## src/rtl/rank_change_logger.sv

```systemverilog
// Purpose: logs every cycle where din differs from its previous sample, as {value, 16-bit cycle stamp}, into a FWFT FIFO.
// Latency: an event in cycle N is visible at the FIFO head in cycle N+1 when the FIFO was empty.
// Backpressure: dout_valid/dout_ready handshake; events arriving while full with no pop are dropped and set a sticky overflow.
// Optional: define RANK_CHANGE_LOGGER_DROP_CNT_EN to add an 8-bit saturating drop_cnt output.
module rank_change_logger #(
  parameter int DATA_WIDTH = 32,
  parameter int DEPTH      = 4
) (
  input  logic                     clk,
  input  logic                     reset,
  input  logic [DATA_WIDTH-1:0]    din,
  output logic                     dout_valid,
  input  logic                     dout_ready,
  output logic [DATA_WIDTH-1:0]    dout,
  output logic [15:0]              dout_time,
  output logic [$clog2(DEPTH):0]   level,
  output logic                     overflow
`ifdef RANK_CHANGE_LOGGER_DROP_CNT_EN
  ,
  output logic [7:0]               drop_cnt
`endif
);

  localparam int PW = $clog2(DEPTH);
  localparam logic [PW:0] FULL_LVL = (PW+1)'(DEPTH);

  logic [DATA_WIDTH-1:0] prev;
  logic [15:0]           cnt;
  logic [PW-1:0]         wr_ptr;
  logic [PW-1:0]         rd_ptr;
  logic [DATA_WIDTH-1:0] mem_dat  [DEPTH];
  logic [15:0]           mem_time [DEPTH];

  logic evt;
  logic full;
  logic pop;
  logic push;
  logic drop;

  // Event detection and FIFO push/pop/drop decisions for the current cycle.
  always_comb begin
    evt  = (din != prev);
    full = (level == FULL_LVL);
    pop  = dout_valid && dout_ready;
    // A pop in the same cycle frees the head slot, so a full FIFO can still accept.
    push = evt && (!full || pop);
    drop = evt && full && !pop;
  end

  // Head presentation: zeros while empty so the consumer never sees stale entries.
  always_comb begin
    dout_valid = (level != '0);
    dout       = dout_valid ? mem_dat[rd_ptr]  : '0;
    dout_time  = dout_valid ? mem_time[rd_ptr] : '0;
  end

  // Storage array; not reset, entries are only meaningful through level.
  always_ff @(posedge clk) begin
    if (!reset && push) begin
      mem_dat[wr_ptr]  <= din;
      mem_time[wr_ptr] <= cnt;
    end
  end

  // Previous-sample register, cycle counter, pointers, occupancy and sticky overflow.
  always_ff @(posedge clk) begin
    if (reset) begin
      prev     <= '0;
      cnt      <= '0;
      wr_ptr   <= '0;
      rd_ptr   <= '0;
      level    <= '0;
      overflow <= 1'b0;
    end else begin
      prev <= din;
      cnt  <= cnt + 16'd1;
      if (push) wr_ptr <= wr_ptr + 1'b1;
      if (pop)  rd_ptr <= rd_ptr + 1'b1;
      case ({push, pop})
        2'b10:   level <= level + 1'b1;
        2'b01:   level <= level - 1'b1;
        default: level <= level;
      endcase
      if (drop) overflow <= 1'b1;
    end
  end

`ifdef RANK_CHANGE_LOGGER_DROP_CNT_EN
  // Saturating count of dropped events.
  always_ff @(posedge clk) begin
    if (reset) begin
      drop_cnt <= 8'd0;
    end else if (drop && (drop_cnt != 8'hFF)) begin
      drop_cnt <= drop_cnt + 8'd1;
    end
  end
`endif

endmodule
```

## config.mk

```make
export PLATFORM = sky130hd
export DESIGN_NAME = rank_change_logger
export DESIGN_NICKNAME = d
export VERILOG_FILES = /design/src/rtl/rank_change_logger.sv
export SDC_FILE = /design/constraint.sdc
export NUM_CORES = 1
export LEC_CHECK = 0
export ABC_AREA = 1
export CAP_MARGIN = 0
export CORE_ASPECT_RATIO = 1.1
export CORE_MARGIN = 2
export CORE_UTILIZATION = 35
export DETAILED_ROUTE_END_ITERATION = 16
export PLACE_DENSITY = 0.51
export SLEW_MARGIN = 5
export SYNTH_ARGS = -nofsm -noshare
export SYNTH_HDL_FRONTEND = slang
export SYNTH_SLANG_ARGS = --single-unit
```

## constraint.sdc

```tcl
create_clock -name clk -period 5.39 [get_ports clk]
set_input_delay 1.078 -clock clk [delete_from_list [all_inputs] [get_ports clk]]
set_output_delay 1.078 -clock clk [all_outputs]
set_load 0.02 [all_outputs]
```

==> flow_summary.yaml, run 1 <==
critical_path:
  rrSetupSlack_ns: 2.51
  r2r_cells: 11
  regToRegEndpoint: "level[2]$_SDFFE_PP0P_"
  critical_path_class: "flip-flop to primary output"
  worst_setup_path_end_kind: "primary output"
  reg2reg_from: "level[0]$_SDFFE_PP0P_"
  cp_max_fo: 50
  required_ns: 4.31
  cp.arrival_ns: 3.06
  crit_chain: "inv_2 > buf_4 > o21ai_0 > a21oi_1 > clkdlybuf4s50_1"
  startpoint_type: "flip-flop"
  max_stage_delay_ns: 0.65
  cp_slowest_cell: "inv_2"
global_routing:
  grt_overflow: 0
  grt_max_degree: 97
  gr-usage-met2: 0.254
  grtUsageTotal: 0.151
  use_met3: 0.0246
  grt_pass1_vias: 6289
  busiest_layer: "met2"
  antenna_found_initial: 1
  grt_first_pass_wirelength_um: 35000
  grtUsageMet1: 0.203
cts:
  clock_sinks: 250
  cts-htree-levels: 1
  clk_path_buf_depth: 3
  hold_buffers: 0
  clk_pin_slew_worst_paths_ns: 0.06
  post_cts_resized: 0
  cts_buffers: 26
  clk_latency_ns: 0.52
  post_cts_buffers: 0
  cts_tree: "built"
  root_buffer: "clkbuf_16"
layout:
  area_delta_synth_final_pct: 22.0
  drive_gt1_frac: 0.0773
  nets: 1030
  nFillCells: 2591
synthesis:
  ys_warn_count: 0
  synth_nets: 943
  avgSynthCellArea_um2: 10.9
  yosys-mux-area-fraction: 0
  synth-simple-area-share: 0.132
  synth_compound_area_frac: 0.0911
  synth_edf_count: 192
  synth_top_family_by_area: "simple AND/OR/NAND/NOR gates"
  synth_largest_area_cell: "edfxtp_1"
  synthTopCellsByCount: "253 x nor2_1, 192 x edfxtp_1, 66 x a21oi_1"
  yosysMostFrequentCell: "nor2_1"
  syn-cell-area_mm2: 0.00987
  async_flop_share: 0
  synth_xor_area_frac: 0.0231
  yosys-top-cells-area: "edfxtp_1 58%, dfxtp_1 12%, nor2_1 9.6%, a21oi_1 3.3%, o21ai_0 3.1%"
  synth_cell_type_count: 26
  synth_cells: 902
  yosysTopAreaCellShare: 0.584
  synth_fa_ha_area_frac: 0.00837
  ys.flop_type: "edfxtp_1"
  synth_seq_cells: 250
  ys_seq_area_frac: 0.702
sta:
  relSlewSlack: 0.274
  skew_ns: 0.0129
  timing.setup.tns_ns: 0
  worst_pin_slew_ns: 1.09
  setup_viol_count_final: 0
  layout_min_cycle_time_ns: 4.14
  post-route-period-util: 0.767
  setup_ws_ns: 1.25
  fmaxAchievable_mhz: 242
  slew_violations: 0
  report.final.hold_viol_count: 0
  rsz0062_at_grt: "no"
drt:
  dr.first_iter.drc_count: 388
  vias: 6378
  drt-total-wl_um: 22300
  drc_errors: 0
  ant_nets: 0
  drt_pass1_iterations: 4
  wl_per_cell_um: 16.2
  vias_per_cell: 4.65
floorplanning:
  num_rows: 64
  ios: 88
  die_w_um: 164
  die_h_um: 180
  dieArea_mm2: 0.0296
  initial_core_util: 0.355
  coreArea_mm2: 0.0278
hold_path:
  min_path_type: "flip-flop to flip-flop"
  hp-start: "rd_ptr[0]$_SDFFE_PP0P_"
  whs_path_depth: 1
placed_design:
  dp_hpwl_um: 12700
  io_buffers: 87
  post-place-ws_ns: 1.53
  gp_congestion: 0.717
run:
  maxCapViolations: 0
status:
  status: "complete, no violations"
power_and_ir_drop:
  vdd_drop_max_mv: 0.161
  power_density_mw_per_mm2: 423
  p_leak_nw: 4.30
[placed cells by master, fill, tap and decap left out, types with 2 or more instances in the layout]
| cell | instances |
|---|---|
| nand3_1 | 7 |
| nor2_1 | 249 |
| o21ai_1 | 46 |
| clkbuf_16 | 27 |
| clkinv_1 | 3 |
| nand2_2 | 4 |
| nor2_4 | 7 |
| clkdlybuf4s50_1 | 86 |
| inv_1 | 59 |
| dfxtp_1 | 56 |
| clkbuf_8 | 4 |
| o21ai_0 | 62 |
| a31oi_1 | 2 |
| a21oi_1 | 66 |
| clkbuf_1 | 8 |
| ha_1 | 5 |
| bufinv_16 | 2 |
| inv_2 | 10 |
| edfxtp_1 | 192 |
| clkinv_2 | 3 |
| xnor2_1 | 26 |
| nand4_1 | 4 |
| nand2_1 | 54 |
| buf_4 | 13 |
| nor3_1 | 4 |
[worst max-delay path, delay by kind of cell (launching register included)]
family	cells	cell delay, ns
buf+inv	3	1.74
compound gates	2	0.44
flops	1	0.34
[where the power goes]
group	total [mW]	leakage (nW)	switching, mW	internal [mW]
Clock	1.79	0.423	0.716	1.07
Combinational	1.09	1.61	0.686	0.406
Sequential	2.22	2.26	0.0339	2.18
Total	5.09	4.30	1.44	3.66
[flip-flops by register name, indices dropped and copies added, names as in the netlist, named ones only]
register	flops
wr_ptr	2
mem_dat	128
rd_ptr	2
mem_time	64
cnt	16
overflow	1
level	3
prev	32
[per-stage QoR]
| stage | utilization | hold WS, ns | instance area, um^2 | cells | total power [mW] |
|---|---|---|---|---|---|
| global placement | 0.402 | 0.449 | 11200 | 1324 | 3.37 |
| global route | 0.433 | 0.515 | 12000 | 1372 | 5.34 |
| detailed placement | 0.402 | 0.456 | 11200 | 1324 | 3.37 |
| finish | 0.433 | 0.470 | 12000 | 1373 | 5.09 |
| CTS | 0.433 | 0.468 | 12000 | 1372 | 5.17 |
| floorplan | - | 0.436 | 9870 | 902 | 2.87 |
[final cells by class]
type | instances | area [um^2] | area share
flip-flops and latches | 250 | 6930 | 0.576
multi-input cells | 541 | 2550 | 0.212
repair buffers | 101 | 983 | 0.0817
clock buffers | 39 | 761 | 0.0632
well taps | 363 | 454 | 0.0377
inverters | 69 | 259 | 0.0215
clock inverters | 9 | 103 | 0.00852
diodes | 1 | 2.50 | 0.000208
[how the worst max path moves through the flow]
stage / start / to / slack, ns / cells past startpoint
after floorplan: din[21] / mem_dat[0][0]$_DFFE_PP_ / 1.26 / 10
after global placement: din[27] / mem_dat[0][27]$_DFFE_PP_ / 1.58 / 12
after detailed placement: din[12] / mem_dat[0][9]$_DFFE_PP_ / 1.53 / 12
after CTS: flip-flop / dout[26] / 1.17 / 6
after global routing: flip-flop / dout_time[1] / 1.05 / 6
final: flip-flop / dout[14] / 1.25 / 5
[kinds of logic after synthesis]
logic type	count (synthesis)
buffers and inverters	111
XOR/XNOR	26
AND/OR/NAND/NOR	331
flip-flops	250
AO/OA/AOI/OAI	178
adder cells (fa/ha/maj)	6
[layer usage]
metal | share of wire | routed length [um] | vias to the layer above
li1 | - | - | 3198
met1 | 0.45 | 10000 | 3015
met2 | 0.48 | 10700 | 130
met3 | 0.049 | 1090 | 35
met4 | 0.021 | 466 | 0
met5 | 0 | 0 | -
Note: power is estimated with default switching activity, not from simulation.
==> run 2: changes to the inputs <==
- PLACE_DENSITY: 0.51 -> 0.53
- clock period: 5.39 -> 3.3 ns (I/O delays scaled with it)
==> flow_summary.yaml, run 2 (same netlist as run 1, synthesis figures left out) <==
layout:
  final_common_cell: "nor2_1"
  layout_common_cells: "249 x nor2_1, 192 x edfxtp_1, 86 x clkdlybuf4s50_1, 66 x a21oi_1, 62 x o21ai_0"
  largest_reg_flops: 128
  top_regs: "mem_dat (128), mem_time (64), prev (32)"
  antenna_cells: 0
  area_delta_synth_final_pct: 25.0
  top_register: "mem_dat"
  drive_gt1_frac: 0.0957
  nets: 1045
drt:
  drt-total-wl_um: 22000
  dr.first_iter.drc_count: 353
  drc_errors: 0
  met2_length_um: 10700
  drt_pass1_iterations: 4
  route.met3.wl_um: 959
  vias_per_cell: 4.68
  vias: 6496
  met1_length_um: 9950
  topRoutingLayerUsed: "met4"
  wl_per_cell_um: 15.9
  ant_nets: 0
critical_path:
  startpoint_type: "flip-flop"
  cp_slowest_cell: "clkdlybuf4s50_1"
  critical_path_class: "flip-flop to primary output"
  crit_chain: "buf_4 > nor2_1 > nor2_1 > o21ai_0 > a21oi_1 > clkdlybuf4s50_1"
  r2r_cells: 12
  crit_path_frequent_cell: "nor2_1"
  cp_max_fo: 31
  required_ns: 2.64
  regToRegEndpoint: "level[2]$_SDFFE_PP0P_"
  reg2reg_from: "level[0]$_SDFFE_PP0P_"
  cp.arrival_ns: 2.49
  critical_path_buf_inv_count: 2
  max_stage_delay_ns: 0.66
  critical-path-top-delay-family: "buffers and inverters"
  worst_setup_path_end_kind: "primary output"
  rrSetupSlack_ns: 0.75
cts:
  clk_path_buf_depth: 3
  cts_tree: "built"
  clk_pin_slew_worst_paths_ns: 0.06
  post_cts_buffers: 0
  clk_latency_ns: 0.52
  cts_buffers: 26
  clock_sinks: 250
  cts-htree-levels: 1
  root_buffer: "clkbuf_16"
sta:
  setup_viol_count_final: 0
  post-route-period-util: 0.955
  layout_min_cycle_time_ns: 3.15
  rsz0062_at_grt: "no"
  fmaxAchievable_mhz: 317
  timing.setup.tns_ns: 0
  worst_pin_slew_ns: 0.657
  relSlewSlack: 0.562
  setup_ws_ns: 0.147
  slew_violations: 0
  report.final.hold_viol_count: 0
  skew_ns: 0.0219
global_routing:
  grt_first_pass_wirelength_um: 35200
  grtUsageTotal: 0.151
  grt_overflow: 0
  grt_max_degree: 53
  grt_pass1_vias: 6465
  antenna_found_initial: 0
placed_design:
  gp_congestion: 0.717
  io_buffers: 87
  dp_hpwl_um: 12900
  post-place-ws_ns: 0.126
status:
  status: "complete, no violations"
floorplanning:
  dieArea_mm2: 0.0296
  die_w_um: 164
  initial_core_util: 0.355
  coreArea_mm2: 0.0278
  die_h_um: 180
  num_rows: 64
  ios: 88
hold_path:
  hp-start: "rd_ptr[1]$_SDFFE_PP0P_"
  min_path_type: "flip-flop to flip-flop"
  whs_path_depth: 2
power_and_ir_drop:
  p_leak_nw: 4.44
  power_density_mw_per_mm2: 694
  p_total_mw: 8.56
  vdd_drop_max_mv: 0.319
run:
  maxCapViolations: 0
run 2: cell types whose count changed in the layout (fill, tap and decap cells not counted), moves of 2 or more:
| cell | delta |
|---|---|
| inv_2 | -2 |
| clkinv_1 | -3 |
| clkinv_2 | +3 |
| clkbuf_1 | -3 |
| buf_4 | +5 |
| buf_12 | +10 |
| inv_4 | +2 |
| bufinv_16 | +2 |
run 2: worst reg2reg max path, stage by stage, from the launching register on:
cell     delay [ns]
dfxtp_1        0.37
nor2_1         0.16
nand2_1        0.14
inv_4          0.30
buf_12         0.25
nor2_1         0.15
nand3_1        0.17
inv_1          0.07
fa_1           0.40
inv_1          0.07
nand4_1        0.14
a21oi_1        0.18
nor2_1         0.06
run 2: final cells by class:
cell class                 count  area, um^2
fill                        2544       15400
sequential                   250        6930
clock buffer                  36         749
timing repair buffer         116        1220
inverter                      69         264
multi-input combinational    541        2550
clock inverter                12         169
tap                          363         454
run 2: routing by layer:
| metal | vias up | global-route usage |
|---|---|---|
| met2 | 126 | 0.262 |
| met1 | 3104 | 0.201 |
| met3 | 30 | 0.0203 |
| met4 | 0 | 0.0333 |
| li1 | 3236 | - |
| met5 | - | 0 |
run 2: how the worst max path moves through the flow:
stage | depth (start not counted) | slack [ns] | startpoint | end
finish | 6 | 0.15 | flip-flop | dout[24]
global route | 6 | 0.01 | flip-flop | dout[14]
CTS | 6 | 0.007 | level[0]$_SDFFE_PP0P_ | dout[24]
detailed placement | 11 | 0.13 | din[20] | mem_dat[2][29]$_DFFE_PP_
global placement | 11 | 0.18 | din[20] | mem_dat[2][29]$_DFFE_PP_
floorplan | 10 | -0.41 | din[21] | mem_dat[0][0]$_DFFE_PP_
run 2: per-stage QoR:
step	instances	area [um^2]	hold WS, ns	util
after floorplan	902	9870	0.436	-
after global placement	1339	11400	0.445	0.411
after detailed placement	1339	11400	0.451	0.411
after CTS	1387	12300	0.462	0.444
after global routing	1387	12300	0.519	0.444
final	1387	12300	0.464	0.444
run 2: report_power, final:
group | leakage (nW) | internal (mW) | switching [mW]
clock network | 0.454 | 1.90 | 1.18
logic | 1.73 | 0.724 | 1.14
registers | 2.26 | 3.56 | 0.0608
run 2: timing repair:
action	4_1_cts	5_1_grt
setup endpoints to repair	1	41
resized for setup	1	4
pin swaps	0	0
hold buffers	0	0
==> run 3: changes to the inputs <==
- GPL_TIMING_DRIVEN: unset -> 0
==> flow_summary.yaml, run 3 (same netlist as run 1, synthesis figures left out) <==
status:
  status: "complete, no violations"
drt:
  wl_per_cell_um: 16.4
  drc_errors: 0
  dr.first_iter.drc_count: 353
  vias: 6474
  drt_pass1_iterations: 5
  vias_per_cell: 4.61
  ant_nets: 0
  drt-total-wl_um: 22900
run:
  maxCapViolations: 0
floorplanning:
  num_rows: 64
  ios: 88
  die_h_um: 180
  initial_core_util: 0.355
  die_w_um: 164
  coreArea_mm2: 0.0278
  dieArea_mm2: 0.0296
layout:
  top_regs: "mem_dat (128), mem_time (64), prev (32)"
  fin_util: 0.445
  area_delta_synth_final_pct: 25.2
  top_register: "mem_dat"
  antenna_cells: 0
  largest_reg_flops: 128
  nets: 1063
  layout_common_cells: "249 x nor2_1, 192 x edfxtp_1, 65 x a21oi_1, 62 x o21ai_0, 62 x clkdlybuf4s50_1"
  drive_gt1_frac: 0.102
  nFillCells: 2549
  final_common_cell: "nor2_1"
critical_path:
  required_ns: 2.64
  cp_slowest_cell: "clkdlybuf4s50_1"
  startpoint_type: "flip-flop"
  worst_setup_path_end_kind: "primary output"
  critical_path_buf_inv_count: 4
  cp_num_cells: 6
  critical-path-top-delay-family: "buffers and inverters"
  critical_path_class: "flip-flop to primary output"
  crit_chain: "inv_2 > clkbuf_2 > clkbuf_4 > o21ai_1 > a21oi_1 > clkdlybuf4s50_1"
  r2r_cells: 11
  max_stage_delay_ns: 0.65
  cp_max_fo: 10
  rrSetupSlack_ns: 0.82
  cp.arrival_ns: 2.45
placed_design:
  post-place-ws_ns: -0.231
  dp_hpwl_um: 14900
  io_buffers: 86
  gp_congestion: 0.726
sta:
  timing.setup.tns_ns: 0
  rsz0062_at_grt: "no"
  worst_pin_slew_ns: 0.684
  setup_viol_count_final: 0
  post-route-period-util: 0.941
  report.final.hold_viol_count: 0
  setup_ws_ns: 0.193
  skew_ns: 0.00699
  fmaxAchievable_mhz: 322
  hold_ws_ns: 0.468
  layout_min_cycle_time_ns: 3.11
  relSlewSlack: 0.543
  slew_violations: 0
power_and_ir_drop:
  power.switching_mw: 2.41
  p_clk_frac: 0.349
  vdd_drop_max_mv: 0.344
  p_sw_frac: 0.285
  seq_power_share: 0.429
  p_leak_nw: 4.73
  power_density_mw_per_mm2: 683
  p_comb_frac: 0.223
  p_int_mw: 6.04
cts:
  clock_sinks: 250
  clk_pin_slew_worst_paths_ns: 0.06
  cts_tree: "built"
  cts-htree-levels: 1
  root_buffer: "clkbuf_16"
  clk_latency_ns: 0.51
  cts_buffers: 25
  post_cts_buffers: 0
  clk_path_buf_depth: 3
hold_path:
  whs_path_depth: 2
  min_path_type: "flip-flop to flip-flop"
global_routing:
  grt_overflow: 0
  grt_first_pass_wirelength_um: 35800
  grt_pass1_vias: 6322
  antenna_found_initial: 0
  grt_max_degree: 27
  grtUsageTotal: 0.158
run 3: final cells by class:
type | count | area (um^2) | share of cell area
Timing Repair Buffer | 94 | 1090 | 0.0883
Sequential cell | 250 | 6930 | 0.560
Tap cell | 363 | 454 | 0.0367
Clock buffer | 28 | 668 | 0.0540
Clock inverter | 17 | 194 | 0.0157
Inverter | 69 | 259 | 0.0209
Buffer | 41 | 218 | 0.0176
Multi-Input combinational cell | 541 | 2550 | 0.206
run 3: tightest hold or removal path, stage by stage (launching register included):
cell and delay (ns):
dfxtp_1 0.30, inv_1 0.06, a21oi_1 0.07
run 3: through the flow:
stage          instances  power [mW]  area, um^2
2_1_floorplan        902        4.68        9870
3_3_place_gp        1351        5.56       11200
3_5_place_dp        1359        5.60       11400
4_1_cts             1403        8.55       12300
5_1_grt             1403        8.82       12400
6_report            1403        8.45       12400
run 3: layer usage:
metal	up-vias	share of wire	GRT usage
met5	-	0	0
li1	3270	-	-
met1	3049	0.45	0.211
met3	33	0.039	0.0205
met4	0	0.020	0.0421
met2	122	0.49	0.270
run 3: final timing paths:
check | from | end
max | flip-flop | dout[23]
min | rd_ptr[1]$_SDFFE_PP0P_ | flip-flop
max reg2reg | prev[21]$_SDFF_PP0_ | mem_dat[1][27]$_DFFE_PP_
min reg2reg | rd_ptr[1]$_SDFFE_PP0P_ | flip-flop
run 3: power groups by stage:
stage | Combinational, mW | Sequential (mW) | Clock [mW]
floorplan | 0.987 | 3.69 | 0
global route | 2.07 | 3.64 | 3.11
finish | 1.88 | 3.62 | 2.94
global placement | 1.86 | 3.70 | 0
detailed placement | 1.92 | 3.68 | 0
CTS | 1.93 | 3.62 | 3.00
run 3: repair_timing:
item / 4_1_cts / 5_1_grt
resized for setup: 34 / 31
endpoints found under the hold margin: 0 / 0
endpoints found under the setup margin: 48 / 33
hold buffers: 0 / 0
